===== src/rtl/step_move_scheduler.sv =====
// Coordinated two-joint move sequencer: latches joint angles, runs the angle-to-steps
// conversion handshake, then emits Bresenham-interpolated STEP/DIR trains to both drivers.
module step_move_scheduler #(
  parameter int STEP_PERIOD  = 5000,
  parameter int PULSE_WIDTH  = 100,
  parameter int CALC_TIMEOUT = 64
) (
  input  logic               clk,
  input  logic               reset,
  input  logic               start,
  input  logic               abort,
  input  logic signed [12:0] th1_in,
  input  logic signed [12:0] th2_in,
  output logic signed [12:0] calc_th1,
  output logic signed [12:0] calc_th2,
  output logic               calc_en,
  input  logic               calc_ready,
  input  logic        [8:0]  calc_steps1,
  input  logic        [8:0]  calc_steps2,
  input  logic               calc_dir1,
  input  logic               calc_dir2,
  output logic               step1,
  output logic               step2,
  output logic               dir1,
  output logic               dir2,
  output logic               busy,
  output logic               done,
  output logic               error
);

  typedef enum logic [2:0] {IDLE, CALC, WAIT, MOVE, DONE} state_t;

  localparam logic [15:0] PERIOD_LAST  = 16'(STEP_PERIOD - 1);
  localparam logic [15:0] PULSE_LAST   = 16'(PULSE_WIDTH - 1);
  localparam logic [15:0] TIMEOUT_LAST = 16'(CALC_TIMEOUT - 1);

  state_t      state, state_nxt;
  logic [15:0] wait_cnt;
  logic [15:0] period_cnt;
  logic [15:0] pulse_cnt;
  logic [8:0]  s1, s2;
  logic [8:0]  tick_cnt;
  logic [9:0]  acc;
  logic        pulse_on;
  logic        aborting;

  logic        major_is_1;
  logic [8:0]  n_major, m_minor;
  logic [10:0] acc_step;
  logic        minor_fire;
  logic        accept, latch, timeout, stop_req, tick, pulse_end;

  // Minor-axis accumulator advance: {fire, new_acc}. acc < N <= 511 and m <= 511,
  // so the 10-bit sum cannot overflow.
  function automatic logic [10:0] acc_advance(input logic [9:0] acc_cur,
                                              input logic [8:0] minor,
                                              input logic [8:0] major);
    logic [9:0] sum;
    sum = acc_cur + {1'b0, minor};
    if (sum >= {1'b0, major})
      return {1'b1, sum - {1'b0, major}};
    return {1'b0, sum};
  endfunction

  assign major_is_1 = (s1 >= s2);
  assign n_major    = major_is_1 ? s1 : s2;
  assign m_minor    = major_is_1 ? s2 : s1;
  assign acc_step   = acc_advance(acc, m_minor, n_major);
  assign minor_fire = acc_step[10];

  assign accept    = (state == IDLE) && start;
  assign latch     = (state == WAIT) && !abort && calc_ready;
  assign timeout   = (state == WAIT) && !abort && !calc_ready && (wait_cnt == TIMEOUT_LAST);
  assign stop_req  = abort || aborting;
  assign pulse_end = pulse_on && (pulse_cnt == 16'd0);
  assign tick      = (state == MOVE) && !stop_req && (period_cnt == PERIOD_LAST) &&
                     (tick_cnt != n_major);

  assign busy    = (state != IDLE);
  assign done    = (state == DONE);
  assign calc_en = (state == CALC);

  always_ff @(posedge clk or posedge reset) begin
    if (reset) state <= IDLE;
    else       state <= state_nxt;
  end

  always_comb begin
    state_nxt = state;
    case (state)
      IDLE: if (start) state_nxt = CALC;
      CALC: state_nxt = abort ? IDLE : WAIT;
      WAIT: begin
        if (abort)
          state_nxt = IDLE;
        else if (calc_ready)
          state_nxt = (calc_steps1 == 9'd0 && calc_steps2 == 9'd0) ? DONE : MOVE;
        else if (wait_cnt == TIMEOUT_LAST)
          state_nxt = IDLE;
      end
      MOVE: begin
        // An abort lets a pulse already on the pins finish before leaving.
        if (stop_req) begin
          if (!pulse_on || pulse_end) state_nxt = IDLE;
        end else if (pulse_end && tick_cnt == n_major) begin
          state_nxt = DONE;
        end
      end
      DONE:    state_nxt = IDLE;
      default: state_nxt = IDLE;
    endcase
  end

  always_ff @(posedge clk or posedge reset) begin
    if (reset) begin
      calc_th1   <= '0;
      calc_th2   <= '0;
      error      <= 1'b0;
      wait_cnt   <= '0;
      s1         <= '0;
      s2         <= '0;
      dir1       <= 1'b0;
      dir2       <= 1'b0;
      period_cnt <= '0;
      tick_cnt   <= '0;
      acc        <= '0;
      pulse_on   <= 1'b0;
      pulse_cnt  <= '0;
      step1      <= 1'b0;
      step2      <= 1'b0;
      aborting   <= 1'b0;
    end else begin
      if (accept) begin
        calc_th1 <= th1_in;
        calc_th2 <= th2_in;
        error    <= 1'b0;
      end else if (timeout) begin
        error <= 1'b1;
      end

      if (state == CALC)      wait_cnt <= '0;
      else if (state == WAIT) wait_cnt <= wait_cnt + 16'd1;

      if (latch) begin
        s1         <= calc_steps1;
        s2         <= calc_steps2;
        dir1       <= calc_dir1;
        dir2       <= calc_dir2;
        period_cnt <= '0;
        tick_cnt   <= '0;
        acc        <= '0;
      end else if (state == MOVE) begin
        period_cnt <= (period_cnt == PERIOD_LAST) ? 16'd0 : period_cnt + 16'd1;
      end

      // Tick launches both pulses together; they also end together, so the two
      // outputs only ever change on shared edges.
      if (tick) begin
        tick_cnt  <= tick_cnt + 9'd1;
        acc       <= acc_step[9:0];
        step1     <= major_is_1 ? 1'b1 : minor_fire;
        step2     <= major_is_1 ? minor_fire : 1'b1;
        pulse_on  <= 1'b1;
        pulse_cnt <= PULSE_LAST;
      end else if (pulse_end) begin
        step1    <= 1'b0;
        step2    <= 1'b0;
        pulse_on <= 1'b0;
      end else if (pulse_on) begin
        pulse_cnt <= pulse_cnt - 16'd1;
      end

      aborting <= (state == MOVE) && (state_nxt == MOVE) && stop_req;
    end
  end

endmodule


===== config.mk =====
export PLATFORM = sky130hd
export DESIGN_NAME = step_move_scheduler
export DESIGN_NICKNAME = d
export VERILOG_FILES = /design/src/rtl/step_move_scheduler.sv
export SDC_FILE = /design/constraint.sdc
export NUM_CORES = 1
export LEC_CHECK = 0
export BUFFER_PORTS_ARGS = -buffer_cell sky130_fd_sc_hd__buf_2
export CORE_ASPECT_RATIO = 0.7
export CORE_MARGIN = 5
export CORE_UTILIZATION = 48
export DETAILED_ROUTE_END_ITERATION = 12
export PLACE_DENSITY = 0.65
export SYNTH_ARGS = -nofsm -noshare
export SYNTH_HDL_FRONTEND = slang
export SYNTH_SLANG_ARGS = --single-unit

===== constraint.sdc =====
create_clock -name clk -period 12.3 [get_ports clk]
set_input_delay 1.845 -clock clk [delete_from_list [all_inputs] [get_ports clk]]
set_output_delay 1.845 -clock clk [all_outputs]
set_load 0.03 [all_outputs]

Yosys cells after proc, flatten, opt, wreduce, memory -nomap -nowiden
Cells that the tools add are included.

Add/subtract/negate cells: 6. Magnitude comparators: 2. Eq/ne operators: 10. Mux-type cells: 35. Reductions and logical operators: 31.

Operators by type and width (number): 16-bit 2-to-1 mux (8); 9-bit 2-to-1 mux (4); 16-bit by 1-bit adder with 16-bit output (second input constant) (2); 3-bit 2-to-1 mux (8); 11-bit 2-to-1 mux (2); 10-bit 2-to-1 mux (2); 9-bit logical NOT (2); 16-bit by 13-bit equality test with 1-bit output (second input constant) (1); 16-bit by 6-bit equality test with 1-bit output (second input constant) (1); 16-bit logical NOT (1); 16-bit by 1-bit subtractor with 16-bit output (second input constant) (1); 1-bit logical AND (13); 3-bit case mux with 4 select lines (1); 2-bit nonzero test (6); 10-bit by 9-bit adder with 10-bit output (1); 10-bit by 9-bit greater-or-equal comparator with 1-bit output (1); 10-bit by 9-bit subtractor with 10-bit output (1); 9-bit by 1-bit adder with 9-bit output (second input constant) (1); 3-bit by 2-bit equality test with 1-bit output (second input constant) (3); 9-bit equality test (1); 9-bit greater-or-equal comparator (1); 1-bit 2-to-1 mux (9); 9-bit != test (1); 1-bit logical NOT (4); other kinds (8) (9).

Register bits: 121. Bits of input ports: 51. Output and inout port bits: 34. Logic and storage cells: 101.

Longest topological paths before layout
Gate-level depths: netlist of run 1.

Depth in word-level cells: 10. Mapped depth: 28.

Least setup slack after synthesis of run 1
Ideal clock, no wire load.

Path type: reg-to-reg. Start: register s1[8]. End: register acc[3]. Data arrival time: 4.899 ns. Path slack: 7.306 ns. Stages on the path, launching flop included: 27. Cells stage by stage: dfrtp_1 > ha_1 > a211oi_2 > o211ai_1 > a41o_2 > nand2_4 > buf_12 > clkbuf_1 > o21ai_0 > ha_1 > fa_1 > nand3_1 > nand2_1 > a21o_1 > a21oi_1 > xnor2_1 > ha_1 > o21ai_0 > o22ai_1 > nor2_1 > o21ai_0 > and2_1 > or3_1 > clkbuf_1 > buf_2 > o21a_1 > o31ai_1.

Longest elaborated chain between the ends: 7. Elaborated cells between the ends (all ways): 13.

RTL lines: start, declared (line 41) `logic [8:0] s1, s2;`; start signal, assigned (line 145) `s1 <= calc_steps1;`; 9-bit greater-or-equal comparator (line 65) `assign major_is_1 = (s1 >= s2);`; 9-bit 2-to-1 mux (line 67) `assign m_minor = major_is_1 ? s2 : s1;`; 10-bit by 9-bit adder with 10-bit output (line 59) `sum = acc_cur + {1'b0, minor};`; 10-bit by 9-bit subtractor with 10-bit output or 10-bit by 9-bit greater-or-equal comparator with 1-bit output (tied branches) (line 61, 60); 11-bit 2-to-1 mux or 1-bit 2-to-1 mux (tied branches) (line 60) `if (sum >= {1'b0, major})`; 11-bit 2-to-1 mux (line 62) `return {1'b0, sum};`; 10-bit 2-to-1 mux (line 158) `if (tick) begin`; end signal, assigned (line 160) `acc <= acc_step[9:0];`; end, declared (line 43) `logic [9:0] acc;`.

Several ways; a longest one is shown, not always the timed one. The select of a mux whose other input is x is not followed. A chain may end at the register's enable or synchronous reset.

Worst setup path in the final report of run 1
Start: register s2[4]. End: register acc[8].

Longest elaborated chain between the ends: 7. Elaborated cells between the ends (all ways): 13.

RTL lines: start, declared (line 41); start signal, assigned (line 146) `s2 <= calc_steps2;`; 9-bit greater-or-equal comparator (line 65); 9-bit 2-to-1 mux (line 67); 10-bit by 9-bit adder with 10-bit output (line 59); 10-bit by 9-bit subtractor with 10-bit output or 10-bit by 9-bit greater-or-equal comparator with 1-bit output (tied branches) (line 61, 60); 11-bit 2-to-1 mux or 1-bit 2-to-1 mux (tied branches) (line 60); 11-bit 2-to-1 mux (line 62); 10-bit 2-to-1 mux (line 158).

Several ways; a longest one is shown, not always the timed one. The select of a mux whose other input is x is not followed.

==> impl_metrics.yaml, run 1 <==
logic_synthesis:
  synth_nets: 809
  netlist_area_mm2: 0.00690
  ys_warn_count: 0
  synthCells: 724
  synth_edf_count: 0
  synthTopCellsByArea: "dfrtp_1, ha_1, nand2_1, mux2_2, xor2_1"
  yosys.area.top_type: "dfrtp_1"
  ys_seq_area_share_pct: 43.9
  synth_cell_types: 66
  synth_top_area_share_pct: 43.9
  avgSynthCellArea_um2: 9.53
  ys.flop_type: "dfrtp_1"
  ys_seq_elements: 121
  async_flop_share_pct: 100
  synth.most_common_cell: "dfrtp_1"
  synth_common_cells: "dfrtp_1, nand2_1, nor2_1"
layout:
  layout.nets: 894
  drive_gt1_share_pct: 20.0
  syn_to_final_growth_pct: 17.4
  fillerInstances: 1193
  diodes: 0
outcome:
  outcome: "complete, no violations"
die:
  coreArea_mm2: 0.0140
  fp.dieArea_mm2: 0.0169
  fp.dieH_um: 110
  row_count: 36
  start_util_pct: 49.2
  dieWidth_um: 153
  ioPinCount: 85
critical_path:
  cp-start-kind: "flip-flop"
  worstPathArrival_ns: 5.68
  endpoint_kind: "flip-flop"
  path_max_fanout: 29
  crit_type: "reg2reg"
  worstPathRequired_ns: 12.55
  startpoint: "s2[4]$_DFFE_PP0P_"
  worstReg2RegStart: "s2[4]$_DFFE_PP0P_"
grt:
  grt_usage_pct: 20.4
  antenna_found_initial: 0
  grt_pass1_wl_mm: 27.6
  overflow: 0
  grt_max_degree: 71
  grt_pass1_vias: 5535
run:
  maxCapViolCount: 0
sta:
  finalHoldViolCount: 0
  finalCritPeriodShare_pct: 44.1
  setup_tns_ns: 0
  maxSlewHeadroom_pct: 25.5
  setup_viol: 0
  worstMarginPinSlew_ns: 1.12
  finalCriticalPeriod_ns: 5.42
  fmax_mhz: 184
  finClkSkew_ns: 0.0112
  finalWorstSetupSlack_ns: 6.88
  rsz0062_at_grt: "no"
  slew_violations: 0
hold_path:
  hp-class: "reg2reg"
  hp-start: "dir1$_DFFE_PP0P_"
cts:
  path_clk_slew_ns: 0.06
  post_cts_resized: 0
  clock_latency_ns: 0.41
  cts_tree: "yes"
  cts_hold_buffers: 0
  cts_num_sinks: 121
  numCtsBuffers: 17
  post-cts-setup-buffers: 0
  clockBufferDepth: 2
  cts_root_buffer: "clkbuf_16"
  cts.htree.levels: 4
routing:
  wirelength_mm: 16.6
  wl_per_cell_um: 16.4
  drc: 0
  first_iter_violations: 266
  drt-vias-per-instance: 5.51
  vias: 5576
  ant_nets: 0
  dr.pass1.iters: 5
place:
  place_ws_ns: 7.00
  place.detailed.hpwl_mm: 12.2
  port_buffers: 84
  gp_congestion: 0.917
-- per-stage QoR --
step	util [%]	area (um^2)	cells	hold WS (ns)
floorplan	-	6900	724	0.454
global placement	53.3	7470	980	0.452
detailed placement	53.3	7470	980	0.462
CTS	57.8	8090	1012	0.477
global route	57.8	8090	1012	0.513
finish	57.8	8090	1012	0.472
-- cells in the final DEF (no fill, tap or decap), types with 3 or more instances in the layout --
cell,count
a21o_1,5
a21oi_1,30
and2_1,5
and3_1,7
buf_2,84
buf_4,5
bufinv_16,3
clkbuf_16,17
clkinvlp_4,3
dfrtp_1,121
ha_1,32
inv_1,27
inv_6,5
mux2_2,27
mux2i_1,18
nand2_1,97
nand2b_1,5
nand3_1,34
nand4_1,12
nand4b_1,3
nor2_1,70
nor2b_1,5
nor3_1,15
nor4_1,13
o21a_1,5
o21ai_0,51
o22ai_1,3
o41ai_1,3
or3_1,11
xnor2_1,21
xor2_1,32
-- layout make-up --
| type | count | area (um^2) | share of cell area, % |
|---|---|---|---|
| timing repair buffer | 89 | 458 | 5.66 |
| multi-input combinational | 552 | 3640 | 45.0 |
| clock buffer | 18 | 439 | 5.43 |
| sequential | 121 | 3030 | 37.4 |
| tap | 190 | 238 | 2.94 |
| clock inverter | 14 | 185 | 2.29 |
| inverter | 28 | 108 | 1.33 |
-- final timing paths --
kind / end / slack [ns] / cells past startpoint
hold reg to reg: dir1$_DFFE_PP0P_ / 0.47 / 2
max in group asynchronous: s2[0]$_DFFE_PP0P_ / 9.44 / 3
hold / removal: dir1$_DFFE_PP0P_ / 0.47 / 2
setup / recovery: acc[8]$_DFFE_PP0P_ / 6.88 / 23
setup reg to reg: acc[8]$_DFFE_PP0P_ / 6.88 / 23
min in group asynchronous: calc_th1[9]$_DFFE_PP0P_ / 1.52 / 2
-- worst max-delay path, cell delays in order, from the launching register on --
cell and delay [ns]:
dfrtp_1 0.41, inv_1 0.11, ha_1 0.32, a21oi_1 0.15
o211ai_1 0.11, a41o_2 0.31, nand2_4 0.29, o21ai_0 0.13
ha_1 0.22, fa_1 0.41, nand3_1 0.10, nand2_1 0.09
a21o_1 0.19, a21oi_1 0.20, xnor2_1 0.18, ha_1 0.34
o21ai_0 0.20, o22ai_1 0.09, nor2_1 0.17, o21ai_0 0.10
and2_1 0.18, or3_1 0.59, mux2i_1 0.28, o21ai_0 0.09
-- cell families after synthesis --
family / Yosys count / synth area share (%)
buffers and inverters: 51 / 3.37
and+or+nand+nor: 292 / 20.0
adders and majority gates: 34 / 6.39
xor gates and xnor gates: 53 / 6.73
DFF: 121 / 43.9
muxes: 50 / 8.11
AOI/OAI and AO/OA: 123 / 11.5
-- state kept, by name (all words and copies together) (netlist names), 3 cells and up --
register,flops
period_cnt,16
pulse_cnt,16
wait_cnt,16
calc_th1,13
calc_th2,13
acc,10
s1,9
s2,9
tick_cnt,9
state,3
-- per-layer routing --
layer	routed length, um	vias to the layer above	part of all wire, %	global-route usage (%)
met3	1120	14	6.7	5.46
met4	129	0	0.78	4.39
met5	0	-	0	0
li1	-	2722	-	-
met2	7170	155	43	31.6
met1	8220	2685	49	29.2
Power of run 1 is not shown: default switching activity piles up to over one toggle a cycle in this logic, so the estimate is an artifact.
==> run 2, diff against run 1 <==
Clock period 12.3 ns to 5.05 ns, I/O delays scaled along.
==> run 2 against run 1 <==
Compared with the run above: cell area grew 2.2%; sequential share of layout area fell by 0.79 points; clock skew shrank 0.0023 ns; final cell count increased by 1.7%; count of clock-buffer cells in the layout unchanged; fmax increased by 12%; utilization up 1.3 points; global-route usage increased by 0.91 points; routed wire length increased by 5.1%; non-clock buffer count grew 17; highest routed layer unchanged.
==> impl_metrics.yaml, run 2 (same netlist as run 1, synthesis figures left out) <==
die:
  fp.dieH_um: 110
  ioPinCount: 85
  start_util_pct: 49.2
  coreArea_mm2: 0.0140
  row_count: 36
  dieWidth_um: 153
  fp.dieArea_mm2: 0.0169
critical_path:
  worstReg2RegStart: "s1[8]$_DFFE_PP0P_"
  r2r_slack_ns: 0.22
  r2r-end: "acc[6]$_DFFE_PP0P_"
  path_max_fanout: 14
  endpoint_kind: "flip-flop"
  worstPathArrival_ns: 5.11
  reg2reg_depth: 23
  cp-start-kind: "flip-flop"
  crit_type: "reg2reg"
  worstPathRequired_ns: 5.33
routing:
  ant_nets: 0
  wirelength_mm: 17.5
  dr.pass1.iters: 6
  vias: 5752
  wl_per_cell_um: 17.0
  first_iter_violations: 446
  drc: 0
  drt-vias-per-instance: 5.59
cts:
  numCtsBuffers: 17
  cts_tree: "yes"
  cts_num_sinks: 121
  clockBufferDepth: 2
  path_clk_slew_ns: 0.06
  clock_latency_ns: 0.41
  cts_root_buffer: "clkbuf_16"
  cts.htree.levels: 4
sta:
  setup_viol: 0
  fmax_mhz: 207
  finalCritPeriodShare_pct: 95.7
  finalCriticalPeriod_ns: 4.83
  finalWorstSetupSlack_ns: 0.215
  finClkSkew_ns: 0.00883
  maxSlewHeadroom_pct: 24.5
  finalHoldViolCount: 0
  slew_violations: 0
  worstMarginPinSlew_ns: 1.13
grt:
  grt_max_degree: 77
  grt_pass1_vias: 5724
  antenna_found_initial: 0
  grt_pass1_wl_mm: 29.0
  grt_usage_pct: 21.3
  overflow: 0
layout:
  layout_commonest_cell: "dfrtp_1"
  syn_to_final_growth_pct: 19.9
  drive_gt1_share_pct: 22.6
  diodes: 0
  fillerInstances: 1192
  layout.nets: 911
  top_regs: "period_cnt: 16 flops, pulse_cnt: 16 flops, wait_cnt: 16 flops"
  final_cell_mix: "dfrtp_1, nand2_1, buf_2, nor2_1, o21ai_0"
hold_path:
  holdPathStages: 2
  hold_path_end: "dir1$_DFFE_PP0P_"
  hp-start: "dir1$_DFFE_PP0P_"
  hp-class: "reg2reg"
place:
  gp_congestion: 0.958
  place.detailed.hpwl_mm: 12.6
  port_buffers: 84
  place_ws_ns: 0.0136
run:
  maxCapViolCount: 0
outcome:
  outcome: "complete, no violations"
run 2: cell type report:
class	instances	area, um^2	area share (%)
clock buffers	18	439	5.31
clock inverters	14	174	2.10
inverters	28	108	1.30
multi-input cells	552	3690	44.7
flip-flops and latches	121	3030	36.6
well taps	190	238	2.87
repair buffers	106	589	7.13
run 2: worst max-delay path by stage:
| stage | start | endpoint | slack (ns) | cells after the start |
|---|---|---|---|---|
| finish | s1[8]$_DFFE_PP0P_ | acc[6]$_DFFE_PP0P_ | 0.22 | 23 |
| global route | s2[4]$_DFFE_PP0P_ | acc[5]$_DFFE_PP0P_ | -0.008 | 22 |
| CTS | s1[8]$_DFFE_PP0P_ | acc[3]$_DFFE_PP0P_ | 0.01 | 23 |
| detailed placement | s2[8]$_DFFE_PP0P_ | acc[6]$_DFFE_PP0P_ | 0.01 | 24 |
| global placement | s1[8]$_DFFE_PP0P_ | acc[0]$_DFFE_PP0P_ | 0.16 | 23 |
| floorplan | s1[8]$_DFFE_PP0P_ | acc[3]$_DFFE_PP0P_ | 0.06 | 26 |
run 2: layer usage:
layer  part of all wire, %  up-vias  routed length, um  global-route usage, %
li1                      -     2757                  -                      -
met1                    47     2761               8240                   29.7
met2                    44      216               7710                   34.2
met3                   8.0       18               1400                   5.27
met4                  0.72        0                126                   4.70
met5                     0        -                  0                      0
run 2: worst max-delay path, cell delays in order (launching register included):
cell and delay, ns:
dfrtp_1 0.41, ha_1 0.35, a211oi_2 0.18, o211ai_1 0.14, a41o_2 0.31, nand2_8 0.14, o21ai_0 0.11, ha_1 0.22
fa_2 0.36, nand3_1 0.10, nand2_1 0.10, a21o_1 0.20, a21oi_2 0.19, xnor2_2 0.17, ha_4 0.26, nand4_1 0.11
o22ai_1 0.10, nor2_1 0.16, o21ai_0 0.09, and2_1 0.18, or3_1 0.35, buf_4 0.17, mux2i_2 0.19, o21ai_1 0.10
run 2: what timing repair did:
action	CTS	global route
hold buffers	0	0
endpoints found under the setup margin	3	11
setup buffers	0	5
hold endpoints to repair	0	0
pin swaps	0	4
resized for setup	1	18
run 2: stage by stage:
step                      instance area [um^2]  cells  setup TNS, ns  hold slack, ns  utilization, %
after floorplan                           6900    724              0           0.454               -
after global placement                    7560    992              0           0.453            54.0
after detailed placement                  7560    992              0           0.465            54.0
after CTS                                 8180   1024              0           0.477            58.4
after global routing                      8270   1029        -0.0101           0.504            59.0
final                                     8270   1029              0           0.475            59.0
Power of run 2 is left out for the same reason.
==> run 3, diff against run 2 <==
Settings changed: GPL_ROUTABILITY_DRIVEN from default to 0, PLACE_DENSITY 0.65 to 0.68.
==> run 3 against run 2 <==
Compared with the run above: sequential share of layout area fell by 0.16 points; clock skew is 0.0017 ns lower; via count rose by 0.97%; critical path type unchanged; largest cell class unchanged; highest routed layer is now met5.
==> impl_metrics.yaml, run 3 (same netlist as run 1, synthesis figures left out) <==
die:
  ioPinCount: 85
  dieWidth_um: 153
  start_util_pct: 49.2
  fp.dieArea_mm2: 0.0169
  row_count: 36
  coreArea_mm2: 0.0140
  fp.dieH_um: 110
cts:
  numCtsBuffers: 17
  cts_hold_buffers: 0
  clockBufferDepth: 2
  clock_latency_ns: 0.42
  cts_num_sinks: 121
  cts_root_buffer: "clkbuf_16"
  path_clk_slew_ns: 0.06
  cts_tree: "yes"
  cts.htree.levels: 4
routing:
  wirelength_mm: 17.1
  dr.pass1.iters: 6
  first_iter_violations: 420
  ant_nets: 0
  drc: 0
  wl_per_cell_um: 16.5
  vias: 5808
  drt-vias-per-instance: 5.62
layout:
  syn_to_final_growth_pct: 20.5
  diodes: 0
  top_regs: "period_cnt: 16 flops, pulse_cnt: 16 flops, wait_cnt: 16 flops"
  layout.nets: 916
  drive_gt1_share_pct: 24.2
  layout_commonest_cell: "dfrtp_1"
  fillerInstances: 1150
  final_cell_mix: "dfrtp_1, nand2_1, buf_2, nor2_1, o21ai_0"
critical_path:
  cp-start-kind: "flip-flop"
  worstPathArrival_ns: 5.11
  r2r-end: "acc[5]$_DFFE_PP0P_"
  startpoint: "s2[4]$_DFFE_PP0P_"
  worstReg2RegStart: "s2[4]$_DFFE_PP0P_"
  path_max_fanout: 12
  endpoint_kind: "flip-flop"
  r2r_slack_ns: 0.21
  reg2reg_depth: 25
  endpoint: "acc[5]$_DFFE_PP0P_"
  crit_type: "reg2reg"
  worstPathRequired_ns: 5.32
grt:
  antenna_found_initial: 1
  overflow: 0
  grt_pass1_vias: 5753
  grt_pass1_wl_mm: 27.9
  grt_usage_pct: 20.4
  grt_max_degree: 89
sta:
  fmax_mhz: 207
  setup_viol: 0
  slew_violations: 0
  finalCritPeriodShare_pct: 95.8
  finalCriticalPeriod_ns: 4.84
  finClkSkew_ns: 0.00709
  finalHoldViolCount: 0
  finalWorstSetupSlack_ns: 0.213
  maxSlewHeadroom_pct: 22.2
  worstMarginPinSlew_ns: 1.17
hold_path:
  hp-start: "dir2$_DFFE_PP0P_"
  hp-class: "reg2reg"
outcome:
  outcome: "complete, no violations"
place:
  place_ws_ns: -0.0416
  port_buffers: 84
  place.detailed.hpwl_mm: 12.2
run:
  maxCapViolCount: 0
-- run 3: cell type report --
class | count | area [um^2] | share of cell area, %
clock inverter | 15 | 159 | 1.91
multi-input combinational | 552 | 3720 | 44.7
inverter | 28 | 108 | 1.29
tap | 190 | 238 | 2.86
clock buffer | 17 | 425 | 5.12
sequential | 121 | 3030 | 36.5
timing repair buffer | 111 | 634 | 7.63
-- run 3: how the worst min path moves through the flow --
| stage | slack, ns | cells past startpoint | to |
|---|---|---|---|
| after CTS | 0.48 | 2 | dir2$_DFFE_PP0P_ |
| after global routing | 0.49 | 2 | dir2$_DFFE_PP0P_ |
| after floorplan | 0.45 | 2 | pulse_cnt[6]$_DFFE_PP0P_ |
| after global placement | 0.45 | 2 | dir1$_DFFE_PP0P_ |
| after detailed placement | 0.47 | 2 | dir2$_DFFE_PP0P_ |
| final | 0.48 | 2 | dir2$_DFFE_PP0P_ |
-- run 3: timing repair --
action                                  in CTS  in global routing
resized for setup                            5                 22
gates cloned                                 0                  0
setup buffers                                0                 13
pin swaps                                    1                 11
endpoints found under the setup margin      11                 11
-- run 3: routing by layer --
layer | part of all wire (%) | GRT usage [%] | up-vias
li1 | - | - | 2765
met1 | 46 | 27.3 | 2780
met2 | 45 | 32.9 | 230
met3 | 7.9 | 5.27 | 31
met4 | 1.7 | 6.68 | 2
met5 | 0.041 | 0 | -
-- run 3: through the flow --
| stage | setup TNS (ns) | cells | hold WS, ns | area, um^2 | util, % |
|---|---|---|---|---|---|
| floorplan | 0 | 724 | 0.454 | 6900 | - |
| global placement | 0 | 989 | 0.453 | 7540 | 53.8 |
| detailed placement | -0.0625 | 989 | 0.468 | 7540 | 53.8 |
| CTS | 0 | 1021 | 0.481 | 8140 | 58.1 |
| global route | -0.363 | 1034 | 0.489 | 8310 | 59.3 |
| finish | 0 | 1034 | 0.479 | 8310 | 59.3 |
-- run 3: worst max-delay path, stage by stage (launching register included) --
cell      delay [ns]
dfrtp_1         0.42
inv_2           0.08
ha_4            0.29
a21oi_2         0.06
o211ai_1        0.26
a41o_2          0.20
nand2_4         0.10
buf_8           0.17
nand2_1         0.06
o21ai_0         0.09
ha_1            0.36
a21oi_1         0.19
nand2_1         0.09
a41oi_2         0.24
o21ai_2         0.12
xor2_1          0.16
ha_1            0.34
nand4_1         0.14
o22ai_1         0.10
nor2_1          0.15
o21ai_0         0.09
and2_1          0.17
or3_1           0.33
buf_6           0.17
mux2i_1         0.18
o21ai_0         0.10
Power of run 3 is left out for the same reason.
